**src/rtl/proto_field_encoder.sv**
```systemverilog
// Protobuf field encoder: serialises one field (tag varint + payload) per
// handshake onto an 8-bit valid/ready byte stream.
//
// state     | meaning
// ----------+-----------------------------------------------------------
// S_IDLE    | waiting for a field; field_ready high
// S_TAG     | emitting tag varint bytes ((id<<3)|wire_type)
// S_PAYLOAD | emitting varint / length varint or fixed32/fixed64 bytes
module proto_field_encoder #(
  parameter int IDENTIFIER_SIZE = 4,
  parameter int VALUE_WIDTH     = 64
) (
  input  logic                       clk,
  input  logic                       rst_n,
  input  logic                       field_valid,
  output logic                       field_ready,
  input  logic [IDENTIFIER_SIZE-1:0] field_id,
  input  logic [2:0]                 field_type,
  input  logic [VALUE_WIDTH-1:0]     field_value,
  input  logic                       field_last,
  output logic                       field_err,
  output logic [7:0]                 out_tdata,
  output logic                       out_tvalid,
  input  logic                       out_tready,
  output logic                       out_tlast
);

  localparam int TAG_W    = IDENTIFIER_SIZE + 3;
  // At least one spare zero bit above the tag keeps the [..:7] slices legal
  // even for tiny identifier widths.
  localparam int TAG_SH_W = ((TAG_W > 7) ? TAG_W : 7) + 1;
  localparam int TAG_PAD  = TAG_SH_W - TAG_W;

  typedef enum logic [1:0] {
    S_IDLE    = 2'd0,
    S_TAG     = 2'd1,
    S_PAYLOAD = 2'd2
  } state_t;

  state_t                 state, nxt_state;
  logic [TAG_SH_W-1:0]    tag_sh, nxt_tag, dec_tag;
  logic [VALUE_WIDTH-1:0] val_sh, nxt_val, dec_val;
  logic [2:0]             cnt, nxt_cnt;
  logic [2:0]             len_q, nxt_len, dec_len;
  logic                   fixed_q, nxt_fixed, dec_fixed;
  logic                   last_q, nxt_last;
  logic                   nxt_err;
  logic                   dec_ok;
  logic [2:0]             dec_wt;
  logic                   tag_more, val_more;
  logic [7:0]             nxt_byte;
  logic                   nxt_tlast;

  assign tag_more = |tag_sh[TAG_SH_W-1:7];
  assign val_more = |val_sh[VALUE_WIDTH-1:7];
  assign dec_tag  = {{TAG_PAD{1'b0}}, field_id, dec_wt};

  // Decode field_type into wire type, payload form and the value to encode.
  always_comb begin
    dec_ok    = 1'b1;
    dec_fixed = 1'b0;
    dec_len   = 3'd0;
    dec_wt    = 3'd0;
    dec_val   = field_value;
    case (field_type)
      3'b100: begin
        dec_wt = 3'd0;
      end
      3'b101: begin
        dec_wt  = 3'd0;
        dec_val = {{(VALUE_WIDTH-32){field_value[31]}}, field_value[31:0]};
      end
      3'b001: begin
        dec_wt    = 3'd5;
        dec_fixed = 1'b1;
        dec_len   = 3'd3;
      end
      3'b010: begin
        dec_wt    = 3'd1;
        dec_fixed = 1'b1;
        dec_len   = 3'd7;
      end
      3'b000: begin
        dec_wt = 3'd2;
      end
      default: begin
        dec_ok = 1'b0;
      end
    endcase
  end

  // Next-state and shifter/counter update; everything holds while stalled.
  always_comb begin
    nxt_state = state;
    nxt_tag   = tag_sh;
    nxt_val   = val_sh;
    nxt_cnt   = cnt;
    nxt_len   = len_q;
    nxt_fixed = fixed_q;
    nxt_last  = last_q;
    nxt_err   = 1'b0;
    case (state)
      S_IDLE: begin
        if (field_valid && field_ready) begin
          if (dec_ok) begin
            nxt_state = S_TAG;
            nxt_tag   = dec_tag;
            nxt_val   = dec_val;
            nxt_cnt   = 3'd0;
            nxt_len   = dec_len;
            nxt_fixed = dec_fixed;
            nxt_last  = field_last;
          end else begin
            nxt_err = 1'b1;
          end
        end
      end
      S_TAG: begin
        if (out_tready) begin
          if (tag_more) nxt_tag = tag_sh >> 7;
          else          nxt_state = S_PAYLOAD;
        end
      end
      S_PAYLOAD: begin
        if (out_tready) begin
          if (fixed_q) begin
            if (cnt == len_q) nxt_state = S_IDLE;
            else              nxt_cnt = cnt + 3'd1;
          end else if (val_more) begin
            nxt_val = val_sh >> 7;
          end else begin
            nxt_state = S_IDLE;
          end
        end
      end
      default: nxt_state = S_IDLE;
    endcase
  end

  // Byte and tlast that will be presented once the next state is registered.
  always_comb begin
    nxt_byte  = 8'h00;
    nxt_tlast = 1'b0;
    case (nxt_state)
      S_TAG: begin
        nxt_byte = {|nxt_tag[TAG_SH_W-1:7], nxt_tag[6:0]};
      end
      S_PAYLOAD: begin
        if (nxt_fixed) begin
          nxt_byte  = nxt_val[{nxt_cnt, 3'b000} +: 8];
          nxt_tlast = nxt_last && (nxt_cnt == nxt_len);
        end else begin
          nxt_byte  = {|nxt_val[VALUE_WIDTH-1:7], nxt_val[6:0]};
          nxt_tlast = nxt_last && !(|nxt_val[VALUE_WIDTH-1:7]);
        end
      end
      default: begin
        nxt_byte  = 8'h00;
        nxt_tlast = 1'b0;
      end
    endcase
  end

  // State, operand registers and registered stream outputs.
  always_ff @(posedge clk or negedge rst_n) begin
    if (!rst_n) begin
      state       <= S_IDLE;
      tag_sh      <= '0;
      val_sh      <= '0;
      cnt         <= 3'd0;
      len_q       <= 3'd0;
      fixed_q     <= 1'b0;
      last_q      <= 1'b0;
      field_ready <= 1'b1;
      field_err   <= 1'b0;
      out_tdata   <= 8'h00;
      out_tvalid  <= 1'b0;
      out_tlast   <= 1'b0;
    end else begin
      state       <= nxt_state;
      tag_sh      <= nxt_tag;
      val_sh      <= nxt_val;
      cnt         <= nxt_cnt;
      len_q       <= nxt_len;
      fixed_q     <= nxt_fixed;
      last_q      <= nxt_last;
      field_ready <= (nxt_state == S_IDLE);
      field_err   <= nxt_err;
      out_tdata   <= nxt_byte;
      out_tvalid  <= (nxt_state != S_IDLE);
      out_tlast   <= nxt_tlast;
    end
  end

endmodule

```
**config.mk**
```make
export PLATFORM = sky130hd
export DESIGN_NAME = proto_field_encoder
export DESIGN_NICKNAME = d
export VERILOG_FILES = /design/src/rtl/proto_field_encoder.sv
export SDC_FILE = /design/constraint.sdc
export NUM_CORES = 1
export LEC_CHECK = 0
export CAP_MARGIN = 20
export CORE_ASPECT_RATIO = 0.5
export CORE_MARGIN = 2
export CORE_UTILIZATION = 30
export DETAILED_ROUTE_END_ITERATION = 10
export HOLD_SLACK_MARGIN = 0.15
export REMOVE_ABC_BUFFERS = 1
export SYNTH_ARGS = -nofsm -noshare
export SYNTH_HDL_FRONTEND = slang
export SYNTH_SLANG_ARGS = --single-unit
```
**constraint.sdc**
```tcl
create_clock -name clk -period 3.4 [get_ports clk]
set_input_delay 0.68 -clock clk [delete_from_list [all_inputs] [get_ports clk]]
set_output_delay 0.68 -clock clk [all_outputs]
set_load 0.02 [all_outputs]
```
==> results.sh <==
export IMPL_outcome="completed"
export IMPL_drt_first_pass_iters=5
export IMPL_cts_sinks=94
export IMPL_fin_skew_ns=0.0147
export IMPL_slowest_delay_ns=0.51
export IMPL_rsz0062_at_grt="no"
export IMPL_crit_type="flip-flop to flip-flop"
export IMPL_tritoncts="built"
export IMPL_layout_drive_gt1_share=0.321
export IMPL_r2r_cells=12
export IMPL_numCtsBuffers=9
export IMPL_swShare=0.448
export IMPL_drcViolationCount=0
export IMPL_wl_um=29000
export IMPL_tightest_slew_ns=0.736
export IMPL_io_pins=88
export IMPL_clk_latency_ns=0.36
export IMPL_ys_flop_type="dfrtp_1"
export IMPL_leakage_nw=4.15
export IMPL_relSlewSlack=0.509
export IMPL_drt_iter0_drc=874
export IMPL_htreeDepth=3
export IMPL_path_depth=12
export IMPL_cts_clk_slew_worst_paths_ns=0.07
export IMPL_p_int_mw=4.81
export IMPL_fin_area_um2=9080
export IMPL_synth_edf_count=0
export IMPL_hpwl_um=23600
export IMPL_p_seq_frac=0.241
export IMPL_cp_arrival_ns=3.54
export IMPL_yosysWarnings=0
export IMPL_vias_per_cell=5.62
export IMPL_core_um2=18500
export IMPL_crit_family="compound AO/OA/AOI/OAI gates"
export IMPL_vias=6832
export IMPL_root_buffer="clkbuf_16"
export IMPL_hold_viol_final=0
export IMPL_switching_power_mw=3.90
export IMPL_start_util=0.308
export IMPL_place_area_um2=8560
export IMPL_cp_num_buf_inv=3
export IMPL_synth_distinct_cells=82
export IMPL_synthArstFlopShare=1.00
export IMPL_crit_fanout=8
export IMPL_utilization=0.490
export IMPL_synth_cells=661
export IMPL_finalCritPeriodShare=0.968
export IMPL_io_buffers=87
export IMPL_grt_overflow=0
export IMPL_final_max_slew_violation_count=0
export IMPL_die_height_um=102
export IMPL_hold_path_class="input port to asynchronous set/reset pin"
export IMPL_critPathSlowestCell="dfrtp_1"
export IMPL_reg2reg_from="val_sh[32]$_DFF_PN0_"
export IMPL_antenna_found_initial=1
export IMPL_p_comb_frac=0.627
export IMPL_cp_required_ns=3.64
export IMPL_regToRegSetupSlack_ns=0.11
export IMPL_seq_area_frac_synth=0.412
export IMPL_max_cap_viol_count=0
export IMPL_crit_path_end_kind="flip-flop"
export IMPL_crit_top_cell="buf_4"
export IMPL_p_clk_frac=0.132
export IMPL_endpoint="out_tdata[6]$_DFF_PN0_"
export IMPL_area_growth_pct=58.9
export IMPL_fin_cells=1215
export IMPL_powerDensity_nw_per_um2=959
export IMPL_die_area_um2=20200
export IMPL_hold_buffers=0
export IMPL_fmax_ghz=0.304
export IMPL_crit_chain="nor4_4 -> nand4_1 -> or2_4 -> buf_4 -> o21ai_4 -> buf_4 -> buf_4 -> mux2_4 -> nor2_1 -> a2111oi_1 -> o31ai_1 -> a221oi_2"
export IMPL_row_count=35
export IMPL_synth_avg_cell_area_um2=8.64
export IMPL_detail_route_antenna_nets=0
export IMPL_wl_per_cell_um=23.8
export IMPL_grt_pass1_wl_um=42300
export IMPL_setup_viol_count_final=0
export IMPL_crit_path_start="val_sh[32]$_DFF_PN0_"
export IMPL_syn_area_um2=5710
export IMPL_gp_congestion=1.02
export IMPL_start_kind="flip-flop"
export IMPL_grt_max_degree=53
export IMPL_numPlacedInstances=1194
export IMPL_die_w_um=199
export IMPL_nets=1030
export IMPL_reg2reg_to="out_tdata[6]$_DFF_PN0_"
export IMPL_grt_usage=0.293
export IMPL_total_power_mw=8.71
export IMPL_clockBufferDepth=2
export IMPL_fillerInstances=1775
export IMPL_ir_drop_mv=0.439
export IMPL_grt_pass1_vias=6604
export IMPL_fin_crit_ns=3.29
export IMPL_ys_ff_latch=94
==> sequential cells by signal, summed over array words and instances, names as in the netlist, 2 cells and up <==
name,count
cnt,3
len_q,3
out_tdata,8
state,2
tag_sh,8
val_sh,64
==> area by class of cell <==
cell class / instances / area [um^2] / share of cell area
Clock buffer: 10 / 239 / 0.0263
Antenna cell: 1 / 2.50 / 0.000276
Sequential cell: 94 / 2360 / 0.260
Timing Repair Buffer: 321 / 2730 / 0.301
Tap cell: 259 / 324 / 0.0357
Clock inverter: 6 / 85.1 / 0.00937
Multi-Input combinational cell: 485 / 3200 / 0.352
Inverter: 39 / 146 / 0.0161
==> metrics by stage <==
step / setup WS (ns) / setup TNS (ns) / hold WS, ns
after CTS: 0.00434 / 0 / 0.401
after global routing: 0.00611 / 0 / 0.409
after global placement: -0.393 / -1.02 / 0.473
after floorplan: -1.88 / -54.05 / 0.384
after detailed placement: -0.403 / -1.22 / 0.486
final: 0.107 / 0 / 0.354
==> worst min-delay path by stage <==
stage / startpoint / endpoint / slack, ns / cells past startpoint
after floorplan: rst_n / cnt[0]$_DFF_PN0_ / 0.38 / 0
after global placement: last_q$_DFF_PN0_ / last_q$_DFF_PN0_ / 0.47 / 2
after detailed placement: last_q$_DFF_PN0_ / last_q$_DFF_PN0_ / 0.49 / 2
after CTS: rst_n / val_sh[41]$_DFF_PN0_ / 0.40 / 1
after global routing: rst_n / val_sh[41]$_DFF_PN0_ / 0.41 / 1
final: rst_n / val_sh[41]$_DFF_PN0_ / 0.35 / 1
==> power by group through the flow <==
stage | Clock [mW] | Combinational, mW | Sequential (mW)
floorplan | 0 | 1.98 | 2.01
global placement | 0 | 5.19 | 2.02
detailed placement | 0 | 5.17 | 2.02
CTS | 1.15 | 5.21 | 2.01
global route | 1.20 | 5.77 | 2.14
finish | 1.15 | 5.46 | 2.10
==> worst reg2reg max path, cell delays in order (launching register included) <==
cell,delay [ns]
dfrtp_1,0.51
nor4_4,0.35
nand4_1,0.16
or2_4,0.27
buf_4,0.14
o21ai_4,0.37
buf_4,0.20
buf_4,0.14
mux2_4,0.19
nor2_1,0.05
a2111oi_1,0.35
o31ai_1,0.15
a221oi_2,0.29
==> synthesized netlist by cell type, types with 7 or more instances <==
library cell  number  share of area
a211oi_1           7         0.0092
a21o_1            11          0.014
a21oi_1           52          0.046
a22o_1            11          0.017
a22oi_1           15          0.020
a31oi_1           20          0.022
buf_2             14          0.012
clkbuf_1          22          0.014
dfrtp_1           93           0.41
inv_1             38          0.025
mux2i_1            9          0.016
nand2_1           73          0.048
nand3_1            7         0.0061
nor2_1            53          0.035
nor3_1            21          0.018
nor4_1            21          0.023
o21ai_0           36          0.032
o21ai_1            8         0.0070
o22ai_1            8         0.0088
xnor2_1            8          0.012
==> cell families after synthesis <==
group	share of synthesized area
AO/OA/AOI/OAI	0.293
XOR/XNOR	0.0123
AND/OR/NAND/NOR	0.188
buffers and inverters	0.0596
flip-flops	0.412
multiplexers	0.0263
adder cells (fa/ha/maj)	0.00876
==> layout by cell type (no fill, tap or decap), types with 4 or more instances in the layout <==
cell,instances
buf_4,226
dfrtp_2,4
nor3_1,18
nor4_1,11
a22oi_1,15
inv_1,38
ha_1,4
buf_12,8
o21ai_1,9
a222oi_1,6
xnor2_1,8
o31ai_1,4
nand3_1,7
a31oi_1,19
o21ai_0,35
or2_2,5
a21oi_2,5
a221o_1,5
o22ai_1,8
dfrtp_1,89
nand2_1,73
a211o_1,4
clkdlybuf4s50_1,86
mux2i_1,9
clkbuf_16,9
a31o_2,4
nand3b_1,4
mux2_2,4
nor2_1,53
a21o_1,11
nor4_2,8
a21oi_1,51
a22o_1,11
a211oi_1,7
nand4_1,6
==> routing by layer <==
metal	track usage	vias up	routed length (um)
li1	-	3058	-
met1	0.432	3387	13500
met2	0.395	360	11300
met3	0.120	27	3750
met4	0.0540	0	359
met5	0.0255	-	0
==> timing repair <==
item | in CTS | in global routing
setup endpoints to repair | 5 | 9
resized for setup | 3 | 30
buffers inserted | 1 | 3
pin swaps | 1 | 5
hold endpoints to repair | 0 | 0
Note: power is estimated with default switching activity, not from simulation.
